$ cat config.mk
export PLATFORM = sky130hd
export DESIGN_NAME = refresh_scheduler
export DESIGN_NICKNAME = d
export VERILOG_FILES = /design/src/rtl/refresh_scheduler.sv
export SDC_FILE = /design/constraint.sdc
export NUM_CORES = 1
export LEC_CHECK = 0
export CORE_ASPECT_RATIO = 1.1
export CORE_MARGIN = 3
export CORE_UTILIZATION = 45
export CTS_CLUSTER_SIZE = 8
export DETAILED_ROUTE_END_ITERATION = 8
export HOLD_SLACK_MARGIN = 0.12
export PLACE_DENSITY = 0.67
export SLEW_MARGIN = 5
export SYNTH_ARGS = -nofsm -noshare
export SYNTH_HDL_FRONTEND = slang
export SYNTH_SLANG_ARGS = --single-unit
$ cat constraint.sdc
create_clock -name CLK -period 7.8 [get_ports CLK]
set_clock_uncertainty 0.15 [all_clocks]
set_input_delay 1.56 -clock CLK [delete_from_list [all_inputs] [get_ports CLK]]
set_output_delay 1.56 -clock CLK [all_outputs]
set_load 0.01 [all_outputs]
$ cat src/rtl/refresh_scheduler.sv
// Periodic DRAM refresh scheduler: accrues refresh debt per interval,
// retires it on RefAck rising edges, and flags lost refresh ticks.
//
// Ports:
//   CLK       in   system clock, all logic on posedge
//   RST       in   synchronous active-high reset
//   En        in   refresh timer enable
//   RefAck    in   refresh acknowledge from RAM controller (level, multi-cycle)
//   ClrOvf    in   clears the sticky Overflow flag
//   RefReq    out  refresh pending (Debt != 0)
//   RefUrgent out  refresh overdue (Debt >= URGENT_LEVEL)
//   Overflow  out  sticky: a tick was lost at saturated debt
//   Debt      out  current outstanding refresh count
module refresh_scheduler #(
    parameter int REF_INTERVAL = 250,
    parameter int DEBT_WIDTH   = 4,
    parameter int INIT_DEBT    = 8,
    parameter int URGENT_LEVEL = 2
) (
    input  logic                  CLK,
    input  logic                  RST,
    input  logic                  En,
    input  logic                  RefAck,
    input  logic                  ClrOvf,
    output logic                  RefReq,
    output logic                  RefUrgent,
    output logic                  Overflow,
    output logic [DEBT_WIDTH-1:0] Debt
);

    localparam int CNT_W = (REF_INTERVAL > 1) ? $clog2(REF_INTERVAL) : 1;

    localparam logic [CNT_W-1:0]      CNT_LAST = CNT_W'(REF_INTERVAL - 1);
    localparam logic [DEBT_WIDTH-1:0] DEBT_MAX = '1;
    localparam logic [DEBT_WIDTH-1:0] DEBT_INI = DEBT_WIDTH'(INIT_DEBT);
    localparam logic [DEBT_WIDTH-1:0] URG_LVL  = DEBT_WIDTH'(URGENT_LEVEL);

    logic [CNT_W-1:0]      cnt_q, cnt_d;
    logic [DEBT_WIDTH-1:0] debt_q, debt_d;
    logic                  ovf_q, ovf_d;
    logic                  ack_prev_q;
    logic                  tick;
    logic                  ack_rise;
    logic                  ovf_set;

    assign tick     = En && (cnt_q == CNT_LAST);
    assign ack_rise = RefAck && !ack_prev_q;

    // Timer: free-runs while enabled, held at zero otherwise.
    always_comb begin
        cnt_d = '0;
        if (En && !tick) begin
            cnt_d = cnt_q + 1'b1;
        end
    end

    // A coincident tick and ack cancel out, so only the lone cases
    // move the debt; saturation in either direction is a hold.
    always_comb begin
        debt_d  = debt_q;
        ovf_set = 1'b0;
        if (tick && !ack_rise) begin
            if (debt_q == DEBT_MAX) begin
                ovf_set = 1'b1;
            end else begin
                debt_d = debt_q + 1'b1;
            end
        end else if (ack_rise && !tick) begin
            if (debt_q != '0) begin
                debt_d = debt_q - 1'b1;
            end
        end
    end

    // Set has priority over clear.
    always_comb begin
        ovf_d = ovf_q;
        if (ovf_set) begin
            ovf_d = 1'b1;
        end else if (ClrOvf) begin
            ovf_d = 1'b0;
        end
    end

    // ack_prev_q resets high so an ack already in flight is never counted.
    always_ff @(posedge CLK) begin
        if (RST) begin
            cnt_q      <= '0;
            debt_q     <= DEBT_INI;
            ovf_q      <= 1'b0;
            ack_prev_q <= 1'b1;
        end else begin
            cnt_q      <= cnt_d;
            debt_q     <= debt_d;
            ovf_q      <= ovf_d;
            ack_prev_q <= RefAck;
        end
    end

    // Pure decodes of the debt register: no input-to-output paths.
    assign Debt      = debt_q;
    assign Overflow  = ovf_q;
    assign RefReq    = (debt_q != '0);
    assign RefUrgent = (debt_q >= URG_LVL);

endmodule

==> summary.md <==
| Metric | Value |
|---|---|
| Worst-case clock buffer depth | `2` |
| Run status | `completed` |
| Num CTS Buffers | `3` |
| Chip height | `49.4 um` |
| Yosys warnings | `0` |
| Worst EP required | `7.82 ns` |
| CTS Root Buffer Type | `clkbuf_4` |
| Post-CTS Repair Setup Buffers | `0` |
| Unrepaired setup endpoints after global routing | `no` |
| Reg2Reg Depth | `8` |
| Post-route antenna net violation count | `0` |
| Final setup fails | `0` |
| Yosys top cell area share | `0.364` |
| Worst path slowest cell | `clkdlybuf4s50_1` |
| GRT overflow | `0` |
| # rows | `15` |
| Area of the multi-input gates | `482 um^2` |
| Routed vias/inst | `5.59` |
| Synth top cells by count | `dfxtp_1, nor2_1` |
| Pre-antenna DRT Iters | `3` |
| Static Leak | `0.357 nW` |
| PostCTS Resize Cnt | `0` |
| Ys flop type | `dfxtp_1` |
| Die width | `45.4 um` |
| Max stage delay on crit path | `0.52 ns` |
| Total Power | `0.000140 W` |
| Syn Area/Cell | `9.74 um^2` |
| Reg area | `280 um^2` |
| Total track usage | `0.150` |
| Max-Cap Viols | `0` |
| DRC Markers | `0` |
| Dominant cell by count in the synthesized netlist | `dfxtp_1` |
| Synth-to-layout area growth | `19.5%` |
| Initial antenna violation count | `0` |
| Routability congestion estimate | `0.788` |
| Hold Path Cell Cnt | `2` |
| Hold violation count in the final report | `0` |
| Pwr dens | `152 nW/um^2` |
| Post-Syn Area | `769 um^2` |
| Number of synthesized flops with an enable pin | `0` |
| Final setup TNS | `0 ns` |
| Layout cells sized above 1 | `0.130` |
| VDD IR max | `0.0000751 V` |
| Netlist cell types | `34` |
| Worst Max-Slew Pin Slew | `0.469 ns` |
| Largest net degree at the start of global routing | `13` |
| First-pass GRT wire length | `2.45 mm` |
| Final WL | `1.42 mm` |
| Initial Util | `0.482` |
| Clock slew seen by the registers of the worst setup and hold paths | `0.09 ns` |
| Critical-path maximum fanout | `3` |
| Fraction of registers with async set/reset | `0` |
| Final Critical Period | `3.81 ns` |
| FF+latch count, synth | `14` |
| Iteration-0 DRC Markers | `9` |
| Relative slew slack | `0.685` |
| Vias in the first global route | `584` |
| Startpoint Class | `primary input` |
| Die area | `2240 um^2` |
| Fin crit share | `0.488` |
| Arrival @ worst endpoint | `3.82 ns` |
| Hpwl dp | `1.07 mm` |
| H-tree depth | `1` |
| # fillers | `158` |
| Post-synthesis net count | `89` |
| Fin nets | `104` |
| Insertion delay to the later sink of the worst-skew pair | `0.28 ns` |
| CTS tree | `done` |
| Worst path cell trace | `clkdlybuf4s50_1 -> nand4_1 -> or3_1 -> ha_1 -> and3_1 -> or4_1 -> a21oi_1 -> nor4b_1` |
| CTS sink cnt | `14` |
| Crit Path Class | `primary input to flop` |
| Routed len/inst | `13.0 um` |
| CTS Hold Bufs | `0` |
| Worst hold path class | `flop to flop` |
| Cells after synthesis | `79` |
| Sequential area share after synthesis | `0.364` |
| F_max | `263 MHz` |
| Pins Over Slew Limit | `0` |
| Area contributors post-synth | `dfxtp_1, ha_1, nor2_1` |
| # diodes | `0` |
| Ports | `12` |
| Vias | `609` |
| Number of port buffers | `11` |
| Core area | `1600 um^2` |
| Worst setup EP type | `flop` |
| Synth area leader | `dfxtp_1` |
==> power breakdown <==
group	switching, W	leakage [nW]	internal (W)
Clock	0.0000241	0.0138	0.0000179
Combinational	0.00000895	0.229	0.0000125
Sequential	0.00000298	0.114	0.0000736
==> cells by family (layout without fill, tap and decap cells) <==
family,after synthesis,after routing,share of synthesized area
xor gates and xnor gates,7,7,0.0797
adders and majority gates,5,5,0.0911
muxes,3,3,0.0520
and+or+nand+nor,44,44,0.359
AOI/OAI and AO/OA,4,4,0.0439
buffers and inverters,2,15,0.00975
DFF,14,14,0.364
==> critical path, delay by kind of cell <==
family,cells,cell delay [ns]
buffers and inverters,1,0.52
AND/OR/NAND/NOR,5,1.26
adder cells (fa/ha/maj),1,0.34
AO/OA/AOI/OAI,1,0.14
==> stage by stage <==
step	instance area [um^2]	hold WS (ns)	std cells	utilization	setup WS, ns
6_report	920	0.317	109	0.576	3.99
5_1_grt	920	0.361	109	0.576	3.84
4_1_cts	920	0.326	109	0.576	4.01
3_5_place_dp	897	0.313	106	0.562	3.71
3_3_place_gp	897	0.297	106	0.562	3.77
2_1_floorplan	769	0.280	79	-	4.26
==> worst paths after layout <==
| kind | startpoint | end | slack, ns |
|---|---|---|---|
| setup reg to reg | cnt_q[0] | Debt[3] | 5.17 |
| hold / removal | Overflow | Overflow | 0.32 |
| setup / recovery | En | Debt[3] | 3.99 |
| hold reg to reg | Overflow | Overflow | 0.32 |
==> placed cells by master (no fill, tap or decap), drive strengths merged <==
cell,synthesis,routed
a21o,1,1
a21oi,3,3
and2,1,1
and3,3,3
and3b,1,1
and4,1,1
and4b,1,1
clkbuf,1,3
clkdlybuf4s50,0,11
dfxtp,14,14
fa,1,1
ha,4,4
inv,1,1
mux2,2,2
mux2i,1,1
nand2,1,1
nand2b,3,3
nand3,5,5
nand3b,1,1
nand4,2,2
nand4b,1,1
nor2,11,11
nor2b,4,4
nor4,2,2
nor4b,1,1
or2,1,1
or3,2,2
or3b,1,1
or4,2,2
xnor2,3,3
xor2,4,4
==> cell type report <==
class,count,share of cell area
clock buffers,3,0.0245
inverters,1,0.00408
multi-input cells,63,0.524
flip-flops and latches,14,0.305
well taps,17,0.0231
repair buffers,11,0.120
==> layer usage <==
metal / vias to the layer above / share of wire / GRT usage
met5: - / 0 / 0
met4: 0 / 0.022 / 0.0829
met3: 4 / 0.049 / 0.0590
met2: 12 / 0.48 / 0.233
met1: 280 / 0.45 / 0.169
li1: 313 / - / -
==> state kept, by name, indices dropped and copies added, names as in the netlist <==
register    flops
Debt            4
ack_prev_q      1
Overflow        1
cnt_q           8
Power figures use the tool's default switching activity.
